[src/rtl/mem_pkg.sv]
// Shared types and sizes for the core-store access arbiter.
// Latency: none (declarations only).
// Backpressure: n/a.
package mem_pkg;

    localparam int ADDR_W  = 12;  // store decodes addr[10:0]; bit 11 flags out-of-range
    localparam int DATA_W  = 31;  // sign + 30-bit word
    localparam int TIMEOUT = 15;  // WAIT cycles allowed before giving up
    localparam int CNT_W   = 4;

    typedef enum logic [1:0] {
        IDLE  = 2'd0,
        ISSUE = 2'd1,
        WAIT  = 2'd2,
        ERR   = 2'd3
    } state_t;

    // Encoding order doubles as the fixed priority order (0 = highest).
    typedef enum logic [1:0] {
        G_IO_WR  = 2'd0,
        G_PNL_WR = 2'd1,
        G_PNL_RD = 2'd2,
        G_PU_RD  = 2'd3
    } grant_t;

    function automatic logic is_write(grant_t g);
        return (g == G_IO_WR) || (g == G_PNL_WR);
    endfunction

endpackage

[src/rtl/mem_access_arbiter_if.sv]
// Bundle of requester, store and ack signals around the access arbiter.
// Latency: none (wiring only).
// Backpressure: requests are levels held until the owner sees ack or err.
interface mem_access_arbiter_if;
    import mem_pkg::*;

    logic              io_wr_req;
    logic [ADDR_W-1:0] io_addr;
    logic [DATA_W-1:0] io_wdata;
    logic              pnl_wr_req;
    logic              pnl_rd_req;
    logic [ADDR_W-1:0] pnl_addr;
    logic [DATA_W-1:0] pnl_wdata;
    logic              pu_rd_req;
    logic [ADDR_W-1:0] pu_addr;

    logic              mem_read;
    logic              mem_write;
    logic [ADDR_W-1:0] mem_addr;
    logic [DATA_W-1:0] mem_wdata;
    logic              mem_reply;

    logic              io_ack;
    logic              pnl_ack;
    logic              pu_ack;
    logic              err;
    logic              busy;

    // Arbiter side.
    modport slave (
        input  io_wr_req, io_addr, io_wdata,
        input  pnl_wr_req, pnl_rd_req, pnl_addr, pnl_wdata,
        input  pu_rd_req, pu_addr,
        input  mem_reply,
        output mem_read, mem_write, mem_addr, mem_wdata,
        output io_ack, pnl_ack, pu_ack, err, busy
    );

    // Requesters plus store side.
    modport master (
        output io_wr_req, io_addr, io_wdata,
        output pnl_wr_req, pnl_rd_req, pnl_addr, pnl_wdata,
        output pu_rd_req, pu_addr,
        output mem_reply,
        input  mem_read, mem_write, mem_addr, mem_wdata,
        input  io_ack, pnl_ack, pu_ack, err, busy
    );

endinterface

[src/rtl/mem_prio_enc.sv]
// Four-input fixed-priority encoder: bit 0 wins, bit 3 loses.
// Latency: combinational.
// Backpressure: none; caller decides when the result is sampled.
module mem_prio_enc
    import mem_pkg::*;
(
    input  logic [3:0] req,
    output grant_t     grant,
    output logic       valid
);

    // Lowest set bit becomes the grant; valid flags any request at all.
    always_comb begin
        grant = G_PU_RD;
        valid = |req;
        if (req[0])      grant = G_IO_WR;
        else if (req[1]) grant = G_PNL_WR;
        else if (req[2]) grant = G_PNL_RD;
    end

endmodule

[src/rtl/mem_access_arbiter.sv]
// Single-port front end to the core store: arbitrate, strobe once, await reply.
// Latency: strobe 1 cycle after request seen in IDLE; ack same cycle as reply.
// Backpressure: requests outside IDLE are ignored; levels hold them until IDLE.
module mem_access_arbiter
    import mem_pkg::*;
(
    input  logic                 clk,
    input  logic                 reset,
    mem_access_arbiter_if.slave  bus
);

    state_t            state, state_nxt;
    grant_t            grant_q;
    logic [ADDR_W-1:0] addr_q;
    logic [DATA_W-1:0] wdata_q;
    logic [CNT_W-1:0]  cnt;

    grant_t            pick_grant;
    logic              pick_vld;
    logic [ADDR_W-1:0] pick_addr;
    logic [DATA_W-1:0] pick_wdata;

    logic              latch_en;
    logic              cnt_clr;
    logic              cnt_inc;
    logic              rd_stb;
    logic              wr_stb;
    logic              ack_c;
    logic              err_c;

    // Panel wr and rd both high resolves to write through bit ordering.
    mem_prio_enc u_prio (
        .req   ({bus.pu_rd_req, bus.pnl_rd_req, bus.pnl_wr_req, bus.io_wr_req}),
        .grant (pick_grant),
        .valid (pick_vld)
    );

    // Steer the winning requester's address and write word; reads carry zero.
    always_comb begin
        pick_addr  = bus.pu_addr;
        pick_wdata = '0;
        case (pick_grant)
            G_IO_WR: begin
                pick_addr  = bus.io_addr;
                pick_wdata = bus.io_wdata;
            end
            G_PNL_WR: begin
                pick_addr  = bus.pnl_addr;
                pick_wdata = bus.pnl_wdata;
            end
            G_PNL_RD: pick_addr = bus.pnl_addr;
            default:  pick_addr = bus.pu_addr;
        endcase
    end

    // Next state plus strobe/ack/err decode; ack rides the reply combinationally.
    always_comb begin
        state_nxt = state;
        latch_en  = 1'b0;
        cnt_clr   = 1'b0;
        cnt_inc   = 1'b0;
        rd_stb    = 1'b0;
        wr_stb    = 1'b0;
        ack_c     = 1'b0;
        err_c     = 1'b0;
        case (state)
            IDLE: begin
                if (pick_vld) begin
                    latch_en  = 1'b1;
                    // Out-of-range address never reaches the store.
                    state_nxt = pick_addr[ADDR_W-1] ? ERR : ISSUE;
                end
            end
            ISSUE: begin
                wr_stb    = is_write(grant_q);
                rd_stb    = !is_write(grant_q);
                cnt_clr   = 1'b1;
                state_nxt = WAIT;
            end
            WAIT: begin
                if (bus.mem_reply) begin
                    ack_c     = 1'b1;
                    state_nxt = IDLE;
                end else if (cnt == CNT_W'(TIMEOUT - 1)) begin
                    state_nxt = ERR;
                end else begin
                    cnt_inc = 1'b1;
                end
            end
            ERR: begin
                err_c     = 1'b1;
                state_nxt = IDLE;
            end
            default: state_nxt = IDLE;
        endcase
    end

    // State, latched access and WAIT counter; reset abandons any access in flight.
    always_ff @(posedge clk) begin
        if (reset) begin
            state   <= IDLE;
            grant_q <= G_IO_WR;
            addr_q  <= '0;
            wdata_q <= '0;
            cnt     <= '0;
        end else begin
            state <= state_nxt;
            if (latch_en) begin
                grant_q <= pick_grant;
                addr_q  <= pick_addr;
                wdata_q <= pick_wdata;
            end
            if (cnt_clr)      cnt <= '0;
            else if (cnt_inc) cnt <= cnt + 1'b1;
        end
    end

    assign bus.mem_read  = rd_stb;
    assign bus.mem_write = wr_stb;
    assign bus.mem_addr  = addr_q;
    assign bus.mem_wdata = wdata_q;
    assign bus.io_ack    = ack_c && (grant_q == G_IO_WR);
    assign bus.pnl_ack   = ack_c && ((grant_q == G_PNL_WR) || (grant_q == G_PNL_RD));
    assign bus.pu_ack    = ack_c && (grant_q == G_PU_RD);
    assign bus.err       = err_c;
    assign bus.busy      = (state != IDLE);

endmodule
[src/flat_wrapper.sv]
// flat-port wrapper written by rule: the top's interface ports become plain ports
module mem_access_arbiter_flat import mem_pkg::*;
  (clk, reset, bus_io_wr_req, bus_io_addr, bus_io_wdata, bus_pnl_wr_req, bus_pnl_rd_req, bus_pnl_addr, bus_pnl_wdata, bus_pu_rd_req, bus_pu_addr, bus_mem_reply, bus_mem_read, bus_mem_write, bus_mem_addr, bus_mem_wdata, bus_io_ack, bus_pnl_ack, bus_pu_ack, bus_err, bus_busy);
  mem_access_arbiter_if bus_i ();
  input  logic clk;
  input  logic reset;
  input wire logic [$bits(bus_i.io_wr_req)-1:0] bus_io_wr_req;
  input wire logic [$bits(bus_i.io_addr)-1:0] bus_io_addr;
  input wire logic [$bits(bus_i.io_wdata)-1:0] bus_io_wdata;
  input wire logic [$bits(bus_i.pnl_wr_req)-1:0] bus_pnl_wr_req;
  input wire logic [$bits(bus_i.pnl_rd_req)-1:0] bus_pnl_rd_req;
  input wire logic [$bits(bus_i.pnl_addr)-1:0] bus_pnl_addr;
  input wire logic [$bits(bus_i.pnl_wdata)-1:0] bus_pnl_wdata;
  input wire logic [$bits(bus_i.pu_rd_req)-1:0] bus_pu_rd_req;
  input wire logic [$bits(bus_i.pu_addr)-1:0] bus_pu_addr;
  input wire logic [$bits(bus_i.mem_reply)-1:0] bus_mem_reply;
  output wire logic [$bits(bus_i.mem_read)-1:0] bus_mem_read;
  output wire logic [$bits(bus_i.mem_write)-1:0] bus_mem_write;
  output wire logic [$bits(bus_i.mem_addr)-1:0] bus_mem_addr;
  output wire logic [$bits(bus_i.mem_wdata)-1:0] bus_mem_wdata;
  output wire logic [$bits(bus_i.io_ack)-1:0] bus_io_ack;
  output wire logic [$bits(bus_i.pnl_ack)-1:0] bus_pnl_ack;
  output wire logic [$bits(bus_i.pu_ack)-1:0] bus_pu_ack;
  output wire logic [$bits(bus_i.err)-1:0] bus_err;
  output wire logic [$bits(bus_i.busy)-1:0] bus_busy;
  assign bus_i.io_wr_req = bus_io_wr_req;
  assign bus_i.io_addr = bus_io_addr;
  assign bus_i.io_wdata = bus_io_wdata;
  assign bus_i.pnl_wr_req = bus_pnl_wr_req;
  assign bus_i.pnl_rd_req = bus_pnl_rd_req;
  assign bus_i.pnl_addr = bus_pnl_addr;
  assign bus_i.pnl_wdata = bus_pnl_wdata;
  assign bus_i.pu_rd_req = bus_pu_rd_req;
  assign bus_i.pu_addr = bus_pu_addr;
  assign bus_i.mem_reply = bus_mem_reply;
  assign bus_mem_read = bus_i.mem_read;
  assign bus_mem_write = bus_i.mem_write;
  assign bus_mem_addr = bus_i.mem_addr;
  assign bus_mem_wdata = bus_i.mem_wdata;
  assign bus_io_ack = bus_i.io_ack;
  assign bus_pnl_ack = bus_i.pnl_ack;
  assign bus_pu_ack = bus_i.pu_ack;
  assign bus_err = bus_i.err;
  assign bus_busy = bus_i.busy;
  mem_access_arbiter u_core (.clk(clk), .reset(reset), .bus(bus_i));
endmodule
[config.mk]
export PLATFORM = sky130hd
export DESIGN_NAME = mem_access_arbiter_flat
export DESIGN_NICKNAME = d
export VERILOG_FILES = /design/src/rtl/mem_pkg.sv /design/src/rtl/mem_access_arbiter_if.sv /design/src/rtl/mem_prio_enc.sv /design/src/rtl/mem_access_arbiter.sv /design/src/flat_wrapper.sv
export SDC_FILE = /design/constraint.sdc
export NUM_CORES = 1
export LEC_CHECK = 0
export CORE_ASPECT_RATIO = 2
export CORE_UTILIZATION = 40
export CTS_BUF_LIST = sky130_fd_sc_hd__clkbuf_8
export DETAILED_ROUTE_END_ITERATION = 10
export GPL_TIMING_DRIVEN = 0
export PLACE_DENSITY = 0.82
export SLEW_MARGIN = 10
export SYNTH_ARGS = -nofsm -noshare
export SYNTH_HDL_FRONTEND = slang
export SYNTH_SLANG_ARGS = --single-unit
[constraint.sdc]
create_clock -name clk -period 2.7 [get_ports clk]
set_input_delay 0.54 -clock clk [delete_from_list [all_inputs] [get_ports clk]]
set_output_delay 0.54 -clock clk [all_outputs]
set_load 0.05 [all_outputs]
==> out/results.txt <==
The flow ran to the end, and the final reports show no timing, DRC or antenna violations. Effective utilization at floorplan: 0.413. The endpoint with the worst hold slack is u_core.bus.mem_addr[11]. Die span in y: 122 um. The signal on the critical path passes through inv_1 -> ha_1 -> nor3_1 -> clkdlybuf4s50_1.

The tools report the startpoint of the worst hold path as u_core.bus.mem_addr[11]. The worst slack after detailed placement came out at -525 ps. Sequential share of the synthesized area: 0.356. Layout cell share with drive strength beyond 1: 0.0710. Startpoint type of the worst setup path: a register. Remaining global-route overflow: 0.

Yosys instantiated no cell more often than dfxtp_1. Dividing total power by cell area gives a power density of 533 nW/um2. In this design, the stage delay of the slowest critical-path cell is 830 ps. The number of flops mapped to enable cells by yosys was 0.

The number of hold violations in the final report was 0; the number of instances on the worst hold path was 2. The tools report the number of buffers added for setup after CTS as 0. Input and output buffers added on the ports amount to 152. For this run, the number of standard cells in the final layout without fillers is 597. The max-capacitance violation count is 0, and the slew at the pin with the worst max-slew slack is 574 ps. The setup check on the worst reg-to-reg path leaves a slack of 950 ps. By count the netlist is led by dfxtp_1, nand2_1, a21oi_1. Cell with the largest stage delay on the worst path: clkdlybuf4s50_1. The final critical-path setup slack is 156 ps, and the worst-skew pair later-pin latency is 310 ps. The tools report the buffer cell driving the clock tree root as clkbuf_8. Counting the fill cells in the layout gives 626.

After synthesis, the mean cell area works out to 8.24 um2. The global-route usage over all layers was 0.263; the relative slew slack was 0.614. Leakage power figure: 1.66 nW. The number of cells on the worst reg-to-reg path works out to 6. In this run the worst hold path is classified as register to register.

The first global-routing pass estimated 14,900 um of wire. The data arrival time at the worst-slack endpoint is 2000 ps, and the weighted congestion at the end of routability-driven global placement is 0.801. The number of clock sinks is 51. In this run the standard cell core region covers 6940 um2. Of all nets on the critical path, the largest fanout is 4. The number of pins exceeding their max-slew limit in the final report was 0; the number of instances in the synthesized netlist was 348. Detailed placement ended at an HPWL of 7760 um. Setup repair after global routing left no endpoint under its margin.

The logs give 4600 um2 for the area of all placed cells without fillers and 0 for the number of hold buffers added after cts. The top cell type by total area after synthesis was dfxtp_1. Synthesis produced a netlist with a net count of 460. Category of cells accounting for the largest share of critical-path delay: buffers and inverters. The run gives 0 as the initial antenna violation count.

The fraction of the cycle the final worst path needs is 0.942. The number of distinct standard cells referenced by the synthesized netlist came out at 38. For this run, the top clock speed supported by timing is 393 MHz.

Entering global routing, the biggest net connects 15 pins. The routed design has 9670 um of wire. The worst register-to-register path ends at u_core.bus.mem_addr[9].

The required time reported for the critical path endpoint is 2160 ps, and the minimum period implied by the final worst setup slack is 2540 ps. The Yosys step of the flow raised 0 warnings. Once placement finished, the instance area stood at 4500 um2. For the final count of negative-setup-slack endpoints, the log shows 0. The area share of the leading cell type in the synthesized netlist is 0.356. The tools report the type of destination of the critical path as an output pin. The floorplan step defined a die boundary enclosing 7530 um2. The overall via count from detail_route was 3,292; the number of standard-cell rows in the floorplan was 43.

The worst path buffer plus inverter count was 2. The average wire per cell in the routed design is 16.2 um. TritonCTS built the clock tree. The ratio of routed vias to standard cells came out at 5.51. After the last flow step, the layout net total stands at 618. The clock-pin slew on the worst setup and hold paths is 90 ps.

The number of clock buffers added by TritonCTS is 5. The worst setup path is of the register to output pin kind. After detailed placement, the design holds a cell count of 590.

The x dimension of the die was 61.9 um; the proportion of register bits with asynchronous set or reset after synthesis was 0. Across the VDD grid, the largest voltage drop is 327 uV. Register bit count reported by yosys: 51. The first TritonRoute pass finished after 4 iterations. The synthesis-to-finish area growth was 60.3%.

For the antenna violation net count after detailed routing, the log shows 0. In this run, the number of DRC markers left after iteration 0 of detailed routing was 149. The run gives 3,277 as the via count of the first global-routing pass. The tools report the number of diodes as 0. In this run the deepest clock path goes through 2 buffers.

Ranked by total cell area, the synthesized netlist is headed by dfxtp_1, a211o_1, nand3b_1. Across all hold checks on the routed design, the worst slack comes to 475 ps. The residual DRC count is 0, and the final clock skew is 2.07 ps. Startpoint of the worst-slack reg-to-reg timing path: u_core.state[1].

Among all flip-flop cells after synthesis, the most frequent one is dfxtp_1. The sum of negative setup slack was 0 ps; the I/O pin total was 155. The summed instance area of the synthesized netlist was 2870 um2. The run gives 2 as the number of H-tree levels.
## layout make-up
cell class,count,area (um2),area share
sequential,51,1020,0.222
inverter,9,33.8,0.00735
multi-input combinational,250,1650,0.359
tap,90,113,0.0245
buffer,37,165,0.0359
clock inverter,1,3.75,0.000816
clock buffer,7,96.3,0.0210
timing repair buffer,152,1510,0.329
## stage by stage
step	util	power, mW
2_1_floorplan	-	1.56
3_3_place_gp	0.649	1.97
3_5_place_dp	0.649	1.99
4_1_cts	0.663	2.47
5_1_grt	0.663	2.57
6_report	0.663	2.45
## what timing repair did
item	CTS	global route
pin swaps	0	0
setup endpoints to repair	43	40
gates resized for setup	10	5
## kinds of logic (layout without fill, tap and decap cells)
| kind of cell | count (synthesis) | after routing | share of synthesized area |
|---|---|---|---|
| compound gates | 133 | 133 | 0.334 |
| fa+ha+maj | 7 | 7 | 0.0305 |
| buf+inv | 47 | 206 | 0.0676 |
| flops | 51 | 51 | 0.356 |
| mux | 1 | 1 | 0.00349 |
| simple gates | 109 | 109 | 0.209 |
## state kept, by name (all words and copies together) (netlist names)
name,count
u_core.bus.mem_addr,12
u_core.state,2
u_core.grant_q,2
u_core.cnt,4
u_core.bus.mem_wdata,31
## worst max-delay path by stage
stage                                  from                       end  slack (ps)  depth (start not counted)
final                     u_core.grant_q[0]              bus_mem_read         160                          4
after global routing          bus_io_wr_req   u_core.bus.mem_wdata[4]           8                          8
after CTS                   u_core.state[1]                  bus_busy          10                          5
after detailed placement      bus_io_wr_req  u_core.bus.mem_wdata[21]        -530                          9
after global placement        bus_io_wr_req  u_core.bus.mem_wdata[24]        -460                          9
after floorplan           u_core.grant_q[0]              bus_mem_read         460                          3
## placed cells by master (no fill, tap or decap), types with 11 or more instances in the layout
master	instances
a211o_1	31
a21oi_1	36
dfxtp_1	51
nand2_1	44
nor2_1	15
a221oi_1	11
clkbuf_1	18
nand3b_1	31
o21ai_0	30
clkdlybuf4s50_1	148
## routing by layer
| metal | part of all wire | track usage | up-vias |
|---|---|---|---|
| li1 | - | - | 1584 |
| met1 | 0.35 | 0.248 | 1565 |
| met2 | 0.57 | 0.511 | 122 |
| met3 | 0.046 | 0.0456 | 21 |
| met4 | 0.035 | 0.114 | 0 |
| met5 | 0 | 0 | - |
## power breakdown
group / switching (mW) / total, mW / leakage (nW) / internal (mW)
Clock: 0.252 / 0.482 / 0.0557 / 0.231
Combinational: 0.638 / 1.08 / 1.19 / 0.443
Sequential: 0.0499 / 0.885 / 0.417 / 0.835
Total: 0.939 / 2.45 / 1.66 / 1.51
## tightest hold or removal path: stages (launching register included)
cell	delay [ps]
dfxtp_1	320
nand2_1	50
o22ai_1	60
(Power assumes the default switching activity.)
